<file path="config.mk">
export PLATFORM = sky130hd
export DESIGN_NAME = seq_div_8
export DESIGN_NICKNAME = d
export VERILOG_FILES = /design/src/rtl/div_pkg.sv /design/src/rtl/seq_div_8_sub_n.sv /design/src/rtl/seq_div_8.sv
export SDC_FILE = /design/constraint.sdc
export NUM_CORES = 1
export LEC_CHECK = 0
export BUFFER_PORTS_ARGS = -buffer_cell sky130_fd_sc_hd__buf_2
export CORE_UTILIZATION = 48
export CTS_CLUSTER_SIZE = 40
export DETAILED_ROUTE_END_ITERATION = 6
export PLACE_DENSITY_LB_ADDON = 0.3
export SYNTH_ARGS = -nofsm -noshare
export SYNTH_HDL_FRONTEND = slang
export SYNTH_SLANG_ARGS = --single-unit
</file>
<file path="constraint.sdc">
create_clock -name clk -period 5.1 [get_ports clk]
set_clock_uncertainty 0.2 [all_clocks]
set_input_delay 0 -clock clk [delete_from_list [all_inputs] [get_ports clk]]
set_output_delay 0 -clock clk [all_outputs]
set_load 0.03 [all_outputs]
</file>
<file path="src/rtl/div_pkg.sv">
// Shared constants for the lab datapath divider: default width, FSM encoding
// and the quotient reported for a zero divisor.
package div_pkg;

    localparam int DEF_WIDTH = 8;

    localparam logic ST_IDLE = 1'b0;
    localparam logic ST_RUN  = 1'b1;

    typedef enum logic {
        S_IDLE = ST_IDLE,
        S_RUN  = ST_RUN
    } state_t;

    localparam logic [DEF_WIDTH-1:0] DIV0_QUOT = '1;

endpackage

</file>
<file path="src/rtl/seq_div_8_sub_n.sv">
// W-bit ripple borrow-chain subtractor: {Bout,Diff} = A - B - Bin.
// Each bit is a full subtractor, so the borrow ripples from the LSB.
module sub_n #(
    parameter int W = 9
) (
    input  logic [W-1:0] A,
    input  logic [W-1:0] B,
    input  logic         Bin,
    output logic [W-1:0] Diff,
    output logic         Bout
);

    logic [W:0] brw;

    assign brw[0] = Bin;

    for (genvar i = 0; i < W; i++) begin : g_bit
        assign Diff[i]  = A[i] ^ B[i] ^ brw[i];
        // Borrow out when A < B + borrow-in at this bit.
        assign brw[i+1] = (~A[i] & B[i]) | (~(A[i] ^ B[i]) & brw[i]);
    end

    assign Bout = brw[W];

endmodule

</file>
<file path="src/rtl/seq_div_8.sv">
// Multi-cycle unsigned restoring divider with a start/done handshake.
// One quotient bit per clock; a zero divisor finishes immediately.
module seq_div_8
    import div_pkg::*;
#(
    parameter int WIDTH = DEF_WIDTH
) (
    input  logic             clk,
    input  logic             rst_n,
    input  logic             start,
    input  logic [WIDTH-1:0] dividend,
    input  logic [WIDTH-1:0] divisor,
    output logic             busy,
    output logic             done,
    output logic [WIDTH-1:0] quotient,
    output logic [WIDTH-1:0] remainder,
    output logic             div_by_zero
);

    localparam int CW = $clog2(WIDTH + 1);

    state_t           state, state_nxt;
    logic [WIDTH-1:0] q_r, d_r;
    logic [WIDTH:0]   r_r;
    logic [CW-1:0]    cnt;

    logic [WIDTH:0]   r_sh, diff, r_nxt;
    logic [WIDTH-1:0] q_nxt;
    logic             bout, last, div0;

    // Trial subtraction of the divisor from the shifted partial remainder.
    assign r_sh = {r_r[WIDTH-1:0], q_r[WIDTH-1]};

    sub_n #(.W(WIDTH + 1)) u_sub (
        .A    (r_sh),
        .B    ({1'b0, d_r}),
        .Bin  (1'b0),
        .Diff (diff),
        .Bout (bout)
    );

    assign r_nxt = bout ? r_sh : diff;
    assign q_nxt = {q_r[WIDTH-2:0], ~bout};
    assign last  = (cnt == CW'(1));
    assign div0  = (divisor == '0);
    assign busy  = (state == S_RUN);

    always_ff @(posedge clk) begin
        if (!rst_n) state <= S_IDLE;
        else        state <= state_nxt;
    end

    always_comb begin
        state_nxt = state;
        case (state)
            S_IDLE:  if (start && !div0) state_nxt = S_RUN;
            S_RUN:   if (last)           state_nxt = S_IDLE;
            default: state_nxt = S_IDLE;
        endcase
    end

    always_ff @(posedge clk) begin
        if (!rst_n) begin
            q_r         <= '0;
            r_r         <= '0;
            d_r         <= '0;
            cnt         <= '0;
            done        <= 1'b0;
            quotient    <= '0;
            remainder   <= '0;
            div_by_zero <= 1'b0;
        end else begin
            done <= 1'b0;
            case (state)
                S_IDLE: begin
                    if (start) begin
                        if (div0) begin
                            quotient    <= '1;
                            remainder   <= dividend;
                            div_by_zero <= 1'b1;
                            done        <= 1'b1;
                        end else begin
                            q_r <= dividend;
                            r_r <= '0;
                            d_r <= divisor;
                            cnt <= CW'(WIDTH);
                        end
                    end
                end
                S_RUN: begin
                    r_r <= r_nxt;
                    q_r <= q_nxt;
                    cnt <= cnt - CW'(1);
                    // Final iteration lands straight in the output registers.
                    if (last) begin
                        quotient    <= q_nxt;
                        remainder   <= r_nxt[WIDTH-1:0];
                        div_by_zero <= 1'b0;
                        done        <= 1'b1;
                    end
                end
                default: ;
            endcase
        end
    end

endmodule

</file>
==> run metrics <==
status complete, no violations; die extent in x 68.4 um; maximum number of pins on one net before global-route repair 30; Bufs on Longest Clock Path 2; critical path class register to register; top-count cell post-synth dfxtp_1; worst-skew pair later-pin latency 300 ps; initial core utilization 51.4%; final slew viol count 0; top cells by area, synth dfxtp_1 (44%), o221a_2 (7.4%), fa_1 (6.6%), nand2_1 (5.5%), a21oi_1 (4.3%); Die Area 0.00468 mm^2; number of sinks driven by the clock tree 47; cell depth of the worst min-delay path 2; Placeable Area 0.00412 mm^2; wire length per cell after detailed routing 15.1 um; pre-CTS setup slack 832 ps; sort of element at the end of the critical path register; launch point of the worst reg-to-reg path q_r[7]$_SDFFE_PN0P_; area of placed instances 0.00229 mm^2; leakage power total 1.05 nW; DR DRC count 0; first-pass iteration count of the detailed router 4; number of antenna violations at the first check in global routing 0; hpwl dp 3260 um; worst IR drop on VDD 182 uV; Fin Hold WS 248 ps; num ports 38; count of cell types in the netlist 36; die extent in y 68.4 um; Worst Path Arrival 4330 ps; last weighted congestion value of the routability-driven placer 0.864; area added between synthesis and finish 23.5%; syn_nets 249; WHS Endpoint remainder[5]$_SDFFE_PN0P_; RSZ-0062 raised after global routing no; via count of the first global-routing pass 1,715; most frequent cells after synthesis dfxtp_1 (47), nand2_1 (31), a21oi_1 (18); cell count after synthesis 220; number of synthesized register bits 47; Critical Path RT 5110 ps; total placed cells including tap cells 291; Synth Cell Area 0.00212 mm^2; non-filler cells, final 318; total CTS buffers 5; final critical path time including I/O delays and setup 4310 ps; fillers 351; deepest level of the CTS H-tree 2; Worst-Margin Slew 694 ps; worst hold path class register to register; via density per instance 5.57; final wirelength 4820 um; max capacitance violation total 0; most frequently used flop master after synthesis dfxtp_1; R2R cell count 15; reg-to-reg setup timing slack 790 ps; total global routing track utilization 23.5%; Seq/Total Area, Yosys 44.4%; total count of hold-check failures in the final report 0; wire length of the first global-routing pass 7940 um; post-synth top area cell dfxtp_1; Port Buffers 37; Post-Route Setup TNS 0 ps; post-synth top area share 44.4%; Period Utilization, post-route 84.6%; Gates resized, CTS repair 0; top fanout value on the critical path 10; worst reg2reg path endpoint remainder[6]$_SDFFE_PN0P_; Worst Hold Launch remainder[5]$_SDFFE_PN0P_; Post-synth EDFFs 0; number of placement rows 23; fraction of registers with async set or reset after synthesis 0%; nature of the critical path startpoint register; count of routing violations after the opening detailed-route iteration 130; total number of nets in the final design 296; Avg Cell Area, Syn 9.62 um^2; pwr/cell area 345 mW/mm^2; number of warnings reported in the yosys synthesis log 0; post-route setup slack 786 ps; worst slew margin relative to its limit 53.7%; number of antenna cells inserted 0; Post-Layout Inst Area 0.00261 mm^2; root buffer selected by CTS clkbuf_8; TritonCTS clock tree built; Finish-stage setup viols 0; share of post-route cells with drive strength above 1 23.9%; clock transition at the register clock pins on the worst setup and hold paths after CTS 80 ps; max frequency 232 MHz; number of vias after detailed routing 1,770; overflow left after global routing 0; Routed Antenna Nets 0
## power by group
group | switching, mW | total, mW | internal (mW)
sequential | 0.0212 | 0.412 | 0.390
clock | 0.123 | 0.319 | 0.196
combinational | 0.0946 | 0.170 | 0.0756
total | 0.239 | 0.901 | 0.662
## layout make-up
cell class                 instances  area (um^2)  area share [%]
multi-input combinational        143         1050            40.2
sequential                        47          941            36.0
timing repair buffer              56          375            14.4
clock buffer                       6         72.6            2.78
tap                               50         62.6            2.39
clock inverter                     2         60.1            2.30
inverter                          14         52.6            2.01
## placed cells by master, fill, tap and decap left out, types with 3 or more instances in the layout
master and n:
o21a_1 6, clkbuf_8 5, a211o_1 5, a211oi_1 6, o221a_2 14, nand2_1 31, a31oi_1 3, o22ai_1 5
fa_1 7, dlygate4sd3_1 19, a21oi_1 18, buf_2 37, nor2_1 11, inv_1 14, ha_1 3, dfxtp_1 47
mux2i_1 6, nor3b_1 3
## through the flow
stage	power [mW]	utilization, %
finish	0.901	63.5
global route	0.942	63.5
floorplan	0.537	-
detailed placement	0.577	55.7
CTS	0.904	63.5
global placement	0.574	55.7
## registers in the layout, indices dropped and copies added (netlist names)
name         cells
d_r              8
q_r              8
quotient         8
r_r              8
remainder        8
cnt              4
busy             1
div_by_zero      1
done             1
## how the worst max path moves through the flow
stage / slack, ps / endpoint / cells after the start / startpoint
after global routing: 510 / remainder[6]$_SDFFE_PN0P_ / 15 / q_r[7]$_SDFFE_PN0P_
final: 790 / remainder[6]$_SDFFE_PN0P_ / 15 / q_r[7]$_SDFFE_PN0P_
after CTS: 800 / remainder[6]$_SDFFE_PN0P_ / 15 / q_r[7]$_SDFFE_PN0P_
after detailed placement: 830 / remainder[6]$_SDFFE_PN0P_ / 15 / q_r[7]$_SDFFE_PN0P_
after global placement: 920 / remainder[6]$_SDFFE_PN0P_ / 15 / q_r[7]$_SDFFE_PN0P_
after floorplan: 1150 / remainder[0]$_SDFFE_PN0P_ / 16 / q_r[7]$_SDFFE_PN0P_
## worst max-delay path, stage by stage (launching register included)
cell and delay [ps]:
dfxtp_1 320, inv_1 80, ha_1 150, inv_1 50, fa_1 370, fa_1 380, fa_1 380, fa_1 390
fa_1 380, inv_1 80, fa_1 200, fa_1 220, nand2b_1 290, a211oi_1 420, a21oi_1 70, a211oi_1 240
## repair_timing
item / in CTS / in global routing
hold endpoints to repair: 27 / 0
hold buffers: 19 / 0
buffers inserted: 0 / 0
## logic make-up after synthesis
| group | Yosys count | synth area share, % |
|---|---|---|
| AO/OA/AOI/OAI | 68 | 25.2 |
| adder cells (fa/ha/maj) | 10 | 8.39 |
| buffers and inverters | 30 | 5.97 |
| flip-flops | 47 | 44.4 |
| multiplexers | 6 | 2.84 |
| AND/OR/NAND/NOR | 59 | 13.1 |
## routing by layer
metal / vias to the layer above / global-route usage (%) / part of all wire, %
li1: 882 / - / -
met1: 838 / 29.9 / 46
met2: 41 / 38.2 / 47
met3: 9 / 4.17 / 4.3
met4: 0 / 10.7 / 2.1
met5: - / 0 / 0
(Power assumes the default switching activity.)
